<file path="src/rtl/slotmaker_config_store.sv">
// slotmaker_config_store
// Slot-side responder for the slotmaker configuration channel. Keeps a
// staged card ID per Apple II slot (0-7), lets the controller write and
// read it back, and on a reconfig request walks the slots one per cycle,
// copying staged IDs into the active table and strobing every slot whose
// active ID changed.

module slotmaker_config_store #(
    parameter logic [63:0] DEFAULT_CARDS = 64'h0,
    parameter logic [7:0]  FIXED_MASK    = 8'h00
) (
    input  logic        clk_logic,
    input  logic        system_reset_n,
    input  logic [2:0]  slot,
    input  logic        wr,
    input  logic [7:0]  card_i,
    output logic [7:0]  card_o,
    input  logic        reconfig,
    output logic        busy_o,
    output logic        commit_done_o,
    output logic        slot_change_o,
    output logic [2:0]  slot_change_slot_o,
    output logic [7:0]  slot_change_card_o,
    output logic [63:0] active_cards_o
);

    localparam logic [1:0] S_IDLE = 2'd0;
    localparam logic [1:0] S_SCAN = 2'd1;
    localparam logic [1:0] S_DONE = 2'd2;

    logic [7:0] staged_q [8];
    logic [7:0] staged_d [8];
    logic [7:0] active_q [8];
    logic [7:0] active_d [8];

    logic [1:0] state_q, state_d;
    logic [2:0] idx_q, idx_d;
    logic       pending_q, pending_d;
    logic [7:0] card_q, card_d;
    logic       busy_q, busy_d;
    logic       done_q, done_d;
    logic       chg_q, chg_d;
    logic [2:0] chg_slot_q, chg_slot_d;
    logic [7:0] chg_card_q, chg_card_d;

    logic       wr_en;
    logic [7:0] scan_src;

    // Writes to read-only slots are dropped here so every consumer sees the same qualifier.
    assign wr_en = wr && !FIXED_MASK[slot];

    // A write landing on the slot being scanned this edge is forwarded so the commit picks it up.
    assign scan_src = (wr_en && (slot == idx_q)) ? card_i : staged_q[idx_q];

    genvar gi;
    generate
        for (gi = 0; gi < 8; gi++) begin : g_slot
            // Next staged value per slot: take the write data when this slot is addressed.
            always_comb begin
                staged_d[gi] = staged_q[gi];
                if (wr_en && (slot == 3'(gi))) begin
                    staged_d[gi] = card_i;
                end
            end

            assign active_cards_o[8*gi +: 8] = active_q[gi];
        end
    endgenerate

    // Read path: registered readback of the pre-write staged value.
    always_comb begin
        card_d = staged_q[slot];
    end

    // Commit walk controller: IDLE -> SCAN (8 slots) -> DONE, with one collapsed pending request.
    always_comb begin
        state_d    = state_q;
        idx_d      = idx_q;
        pending_d  = pending_q;
        done_d     = 1'b0;
        chg_d      = 1'b0;
        chg_slot_d = chg_slot_q;
        chg_card_d = chg_card_q;
        for (int s = 0; s < 8; s++) begin
            active_d[s] = active_q[s];
        end

        case (state_q)
            S_IDLE: begin
                if (reconfig || pending_q) begin
                    state_d   = S_SCAN;
                    idx_d     = 3'd0;
                    pending_d = 1'b0;
                end
            end
            S_SCAN: begin
                active_d[idx_q] = scan_src;
                if (scan_src != active_q[idx_q]) begin
                    chg_d      = 1'b1;
                    chg_slot_d = idx_q;
                    chg_card_d = scan_src;
                end
                if (reconfig) begin
                    pending_d = 1'b1;
                end
                idx_d = idx_q + 3'd1;
                if (idx_q == 3'd7) begin
                    state_d = S_DONE;
                end
            end
            S_DONE: begin
                done_d = 1'b1;
                if (pending_q || reconfig) begin
                    state_d   = S_SCAN;
                    idx_d     = 3'd0;
                    pending_d = 1'b0;
                end else begin
                    state_d = S_IDLE;
                end
            end
            default: begin
                state_d = S_IDLE;
            end
        endcase

        busy_d = (state_d == S_SCAN);
    end

    // State registers; reset restores defaults and discards any partial commit.
    always_ff @(posedge clk_logic or negedge system_reset_n) begin
        if (!system_reset_n) begin
            for (int s = 0; s < 8; s++) begin
                staged_q[s] <= DEFAULT_CARDS[8*s +: 8];
                active_q[s] <= DEFAULT_CARDS[8*s +: 8];
            end
            state_q    <= S_IDLE;
            idx_q      <= 3'd0;
            pending_q  <= 1'b0;
            card_q     <= 8'h00;
            busy_q     <= 1'b0;
            done_q     <= 1'b0;
            chg_q      <= 1'b0;
            chg_slot_q <= 3'd0;
            chg_card_q <= 8'h00;
        end else begin
            for (int s = 0; s < 8; s++) begin
                staged_q[s] <= staged_d[s];
                active_q[s] <= active_d[s];
            end
            state_q    <= state_d;
            idx_q      <= idx_d;
            pending_q  <= pending_d;
            card_q     <= card_d;
            busy_q     <= busy_d;
            done_q     <= done_d;
            chg_q      <= chg_d;
            chg_slot_q <= chg_slot_d;
            chg_card_q <= chg_card_d;
        end
    end

    assign card_o             = card_q;
    assign busy_o             = busy_q;
    assign commit_done_o      = done_q;
    assign slot_change_o      = chg_q;
    assign slot_change_slot_o = chg_slot_q;
    assign slot_change_card_o = chg_card_q;

endmodule
</file>
<file path="config.mk">
export PLATFORM = sky130hd
export DESIGN_NAME = slotmaker_config_store
export DESIGN_NICKNAME = d
export VERILOG_FILES = /design/src/rtl/slotmaker_config_store.sv
export SDC_FILE = /design/constraint.sdc
export NUM_CORES = 1
export LEC_CHECK = 0
export CAP_MARGIN = 20
export CORE_ASPECT_RATIO = 0.6
export CORE_MARGIN = 2
export CORE_UTILIZATION = 30
export CTS_BUF_LIST = sky130_fd_sc_hd__clkbuf_16
export DETAILED_ROUTE_END_ITERATION = 10
export MAX_ROUTING_LAYER = met4
export PLACE_DENSITY = 0.46
export REMOVE_ABC_BUFFERS = 1
export SKIP_CTS_REPAIR_TIMING = 1
export SLEW_MARGIN = 20
export SYNTH_ARGS = -nofsm -noshare
export SYNTH_HDL_FRONTEND = slang
export SYNTH_SLANG_ARGS = --single-unit
</file>
<file path="constraint.sdc">
create_clock -name clk_logic -period 6.95 [get_ports clk_logic]
set_clock_uncertainty 0.05 [all_clocks]
set_input_delay 1.0425 -clock clk_logic [delete_from_list [all_inputs] [get_ports clk_logic]]
set_output_delay 1.0425 -clock clk_logic [all_outputs]
set_load 0.03 [all_outputs]
</file>
==> out/metrics.yaml, run 1 <==
run_status:
  outcome: "finished clean"
clock_network:
  cts_tree: "done"
  path_clk_slew_ns: 0.06
  max-clock-path-buffers: 2
  clockRootBuffer: "clkbuf_16"
  cts_made_buffers: 17
  clock-sinks: 156
  insertion_delay_ns: 0.43
  h-tree-depth: 4
placement:
  io_buffers: 100
  pre_cts_ws_ns: 1.76
  placed_cell_area_um2: 8780
  gp_congestion: 0.766
  dp_hpwl_um: 15100
  placedCellCount: 914
layout:
  final_common_cell: "dfrtp_1"
  synthToLayoutAreaGrowth_pct: 25.5
  design_area_um2: 9390
  layoutNonFillerInstCount: 946
  layout-drive-gt1-share_pct: 33.3
  fin_nets: 628
  antenna_cells: 0
  final_cell_mix: "dfrtp_1 (155), mux2_2 (110), clkdlybuf4s50_1 (99)"
  fin_util_pct: 38.6
  fillerInstances: 2332
synthesis:
  async_reset_ff_share_pct: 100
  synth_cell_types: 36
  syn_area_per_cell_um2: 14.6
  syn_area_um2: 7480
  yosys_warnings: 0
  synth_top_cell_area_share_pct: 52.2
  yosys-top-cells-area: "dfrtp_1 (52%), mux2_2 (17%), mux4_2 (12%)"
  synth-edff-count: 0
  synth_seq_cells: 156
  seq_area_frac_synth_pct: 52.2
  ys.flop_type: "dfrtp_1"
  syn_inst: 514
  yosysTopAreaCell: "dfrtp_1"
critical_path:
  crit_chain: "clkdlybuf4s50_1, xor2_1, or4b_4, a31oi_2, xor2_1, nor4_1, a21oi_2, mux2_4"
  reg2reg_to: "slot_change_card_o[3]$_DFFE_PN0P_"
  arrival_ns: 5.06
  critPathKind: "input pin to register"
  crit_buf_inv: 1
  cpLargestDelayFamily: "simple AND/OR/NAND/NOR gates"
  endpoint_kind: "register"
  ff2ff_path_depth: 7
  crit_path_top_delay_cell: "clkdlybuf4s50_1"
  cp.required_ns: 7.21
  path_max_fanout: 15
  r2r-start: "idx_q[1]$_DFFE_PN0P_"
  startpoint_type: "input pin"
  crit_path_max_incr_delay_ns: 1.00
  ff2ff_setup_slack_ns: 2.84
  cp.depth: 8
  critPathMostFrequentCell: "xor2_1"
sta:
  setup_violations: 0
  setup_slack_ns: 2.15
  fin_crit_sh_pct: 69.1
  worst_pin_slew_ns: 1.05
  hold_viol_final: 0
  slew_headroom_pct: 29.8
  rsz0062_at_grt: "false"
  tns_ns: 0
  slew_violations: 0
  fin_hold_ws_ns: 0.441
  fin_crit_ns: 4.80
  fmax_mhz: 208
detailed_routing:
  wire_per_inst_um: 22.7
  dr.first_iter.drc_count: 221
  drt_pre_antenna_iters: 4
  via_per_inst: 5.05
  post-route-drc-count: 0
  wirelength_um: 21500
  vias: 4775
  ant_nets: 0
global_routing:
  grt_usage_pct: 17.6
  grt-ovfl-total: 0
  grt_max_degree: 97
  grt_pass1_vias: 5020
  grt_pass1_wl_um: 32800
  antenna_found_initial: 0
floorplan:
  die_h_um: 126
  std_cell_rows: 44
  coreArea_um2: 24300
  ioPinCount: 101
  dieArea_um2: 26300
  initial_core_util_pct: 30.7
  die_w_um: 208
power_and_ir_drop:
  powerDensity_nw_per_um2: 546
  leakage_nw: 3.88
  power.total_mw: 5.13
  ir_drop_v: 0.000230
min_path:
  min_path_type: "register to register"
  hp-start: "pending_q$_DFFE_PN0P_"
  hold_depth: 1
  min_to: "pending_q$_DFFE_PN0P_"
flow_run:
  cap_violations: 0
cells by family (layout without fill, tap and decap cells):
kind of cell    count (synthesis)  count (layout)  share of synthesized area (%)
compound gates                 51              51                           4.37
xor+xnor                       11              11                           1.49
fa+ha+maj                       2               2                          0.334
buf+inv                        33             143                           2.61
flops                         156             156                           52.2
mux                           187             187                           34.2
simple gates                   74              74                           4.87
power breakdown:
group | internal, mW | total [mW] | leakage (nW) | switching (mW)
sequential | 1.25 | 1.57 | 1.86 | 0.322
clock | 0.594 | 0.978 | 0.304 | 0.384
combinational | 1.20 | 2.58 | 1.71 | 1.38
total | 3.04 | 5.13 | 3.88 | 2.09
area by class of cell:
type / instances / area [um2] / area share, %
flip-flops and latches: 156 / 3910 / 41.6
multi-input cells: 325 / 3400 / 36.2
repair buffers: 107 / 1050 / 11.2
clock buffers: 17 / 425 / 4.53
well taps: 322 / 403 / 4.29
clock inverters: 15 / 183 / 1.95
inverters: 4 / 15.0 / 0.160
layer usage:
metal / up-vias / global-route usage [%] / share of wire [%]
met5: - / - / 0
met4: 0 / 4.59 / 1.1
met3: 17 / 4.28 / 4.8
met2: 98 / 23.1 / 41
met1: 2536 / 26.7 / 53
li1: 2124 / - / -
worst max path at each step:
stage,startpoint,endpoint
5_1_grt,slot[2],slot_change_card_o[3]$_DFFE_PN0P_
3_5_place_dp,slot[2],slot_change_slot_o[2]$_DFFE_PN0P_
2_1_floorplan,idx_q[0]$_DFFE_PN0P_,slot_change_slot_o[2]$_DFFE_PN0P_
3_3_place_gp,slot[2],slot_change_slot_o[2]$_DFFE_PN0P_
6_report,slot[2],slot_change_card_o[3]$_DFFE_PN0P_
4_1_cts,slot[2],slot_change_slot_o[2]$_DFFE_PN0P_
Yosys cell counts (3+ instances only):
master      n
a21oi_1    16
a31oi_2     4
buf_6       8
mux2_2    110
buf_1       3
nor3_1      3
mux2i_1    28
inv_1       4
mux4_2     40
a22oi_1     8
nor2b_1     5
o21ai_0    16
nand2_1    25
nor4_1      6
buf_2       3
nand4b_1    3
xor2_1      5
dfrtp_1   156
xnor2_1     4
nor2_1     20
mux2_4      9
and3_1      4
clkbuf_1   13
flip-flops by register name, indices dropped and copies added (netlist names), 2 cells and up:
signal              count
active_cards_o         64
staged_q               64
card_o                  8
slot_change_card_o      8
idx_q                   3
slot_change_slot_o      3
state_q                 2
(Power assumes the default switching activity.)
==> inputs of run 2 (changes only) <==
Settings changed: PLACE_DENSITY 0.46 to 0.48.
Clock period 6.95 ns to 4.2 ns, I/O delays scaled along.
==> out/metrics.yaml, run 2 (synthesized netlist as in run 1, its figures left out) <==
clock_network:
  cts_made_buffers: 17
  max-clock-path-buffers: 2
  clockRootBuffer: "clkbuf_16"
  cts_tree: "done"
  h-tree-depth: 4
  insertion_delay_ns: 0.43
  path_clk_slew_ns: 0.06
  clock-sinks: 156
floorplan:
  dieArea_um2: 26300
  std_cell_rows: 44
  die_w_um: 208
  coreArea_um2: 24300
  initial_core_util_pct: 30.7
  die_h_um: 126
  ioPinCount: 101
critical_path:
  startpoint_type: "register"
  arrival_ns: 3.95
  ff2ff_path_depth: 8
  endpoint_kind: "register"
  critPathKind: "register to register"
  cp.required_ns: 4.46
  path_max_fanout: 18
  ff2ff_setup_slack_ns: 0.51
detailed_routing:
  drt_pre_antenna_iters: 6
  wire_per_inst_um: 22.8
  dr.first_iter.drc_count: 301
  ant_nets: 0
  via_per_inst: 5.00
  post-route-drc-count: 0
  wirelength_um: 21900
  vias: 4804
sta:
  worst_pin_slew_ns: 0.976
  fmax_mhz: 271
  slew_violations: 0
  setup_violations: 0
  setup_slack_ns: 0.509
  hold_viol_final: 0
  rsz0062_at_grt: "false"
  fin_crit_sh_pct: 87.9
  fin_crit_ns: 3.69
  slew_headroom_pct: 34.9
power_and_ir_drop:
  p_sw_mw: 3.49
  power.total_mw: 8.56
  ir_drop_v: 0.000350
  powerDensity_nw_per_um2: 902
  pwr-share-seq_pct: 30.1
  p_int_mw: 5.07
  leakage_nw: 3.94
  swShare_pct: 40.8
  pwr-share-clk_pct: 18.5
  pwr-share-comb_pct: 51.4
layout:
  fin_util_pct: 39.0
  fin_nets: 642
  final_common_cell: "dfrtp_1"
  layout-drive-gt1-share_pct: 34.5
  synthToLayoutAreaGrowth_pct: 26.8
  antenna_cells: 0
  final_cell_mix: "dfrtp_1 (155), mux2_2 (110), clkdlybuf4s50_1 (99)"
  design_area_um2: 9490
global_routing:
  grt_usage_pct: 18.0
  grt_pass1_vias: 5137
  grt-ovfl-total: 0
  grt_max_degree: 110
  grt_pass1_wl_um: 33500
  antenna_found_initial: 0
flow_run:
  cap_violations: 0
placement:
  placed_cell_area_um2: 8890
  pre_cts_ws_ns: 0.205
  gp_congestion: 0.795
  dp_hpwl_um: 15300
  io_buffers: 100
run_status:
  outcome: "finished clean"
min_path:
  min_path_type: "input pin to async pin"
==> run 2: cell types whose count changed in the layout (fill, tap and decap cells not counted), sizes merged <==
cell and change:
buf +14, bufinv -1, clkinv +2, clkinvlp +1
inv -2
==> run 2: final cells by class <==
class / instances / area, um2
clock inverter: 15 / 174
timing repair buffer: 121 / 1180
fill: 2328 / 14800
sequential: 156 / 3910
clock buffer: 17 / 425
inverter: 4 / 15.0
multi-input combinational: 325 / 3380
tap: 322 / 403
==> run 2: metal layers <==
layer	routed length (um)	share of wire [%]	vias up	global-route usage (%)
met5	0	0	-	-
li1	-	-	2152	-
met3	1090	5.0	21	3.86
met2	8950	41	113	23.7
met4	255	1.2	0	5.13
met1	11600	53	2518	27.4
==> run 2: power groups by stage <==
stage | logic, mW | clock network [mW] | registers [mW]
3_5_place_dp | 4.43 | 0 | 2.61
5_1_grt | 4.69 | 1.69 | 2.67
3_3_place_gp | 4.40 | 0 | 2.59
6_report | 4.40 | 1.59 | 2.58
4_1_cts | 4.44 | 1.63 | 2.58
2_1_floorplan | 1.97 | 0 | 3.29
==> run 2: path summary, 6_finish.rpt <==
| path | from | endpoint |
|---|---|---|
| min in group clk_logic | pending_q$_DFFE_PN0P_ | pending_q$_DFFE_PN0P_ |
| max in group asynchronous | system_reset_n | idx_q[0]$_DFFE_PN0P_ |
| worst max register to register | idx_q[1]$_DFFE_PN0P_ | slot_change_card_o[1]$_DFFE_PN0P_ |
| worst min-delay path | system_reset_n | staged_q[21]$_DFFE_PN0P_ |
| worst max-delay path | idx_q[1]$_DFFE_PN0P_ | slot_change_card_o[1]$_DFFE_PN0P_ |
| worst min register to register | pending_q$_DFFE_PN0P_ | pending_q$_DFFE_PN0P_ |
==> run 2: stage by stage <==
stage / instances / TNS (ns) / hold WS, ns
4_1_cts: 960 / 0 / 0.107
2_1_floorplan: 485 / -0.851 / 0.284
6_report: 960 / 0 / 0.0799
5_1_grt: 960 / 0 / 0.116
3_3_place_gp: 928 / 0 / 0.425
3_5_place_dp: 928 / 0 / 0.435
==> run 2: critical path, cell delays in order, from the launching register on <==
cell and delay (ns):
dfrtp_1 0.54, buf_4 0.37, nor2b_1 0.51, a22oi_1 0.18, a31oi_2 0.25, xor2_1 0.11, nor4_1 0.71, a21oi_2 0.44
mux2_4 0.41
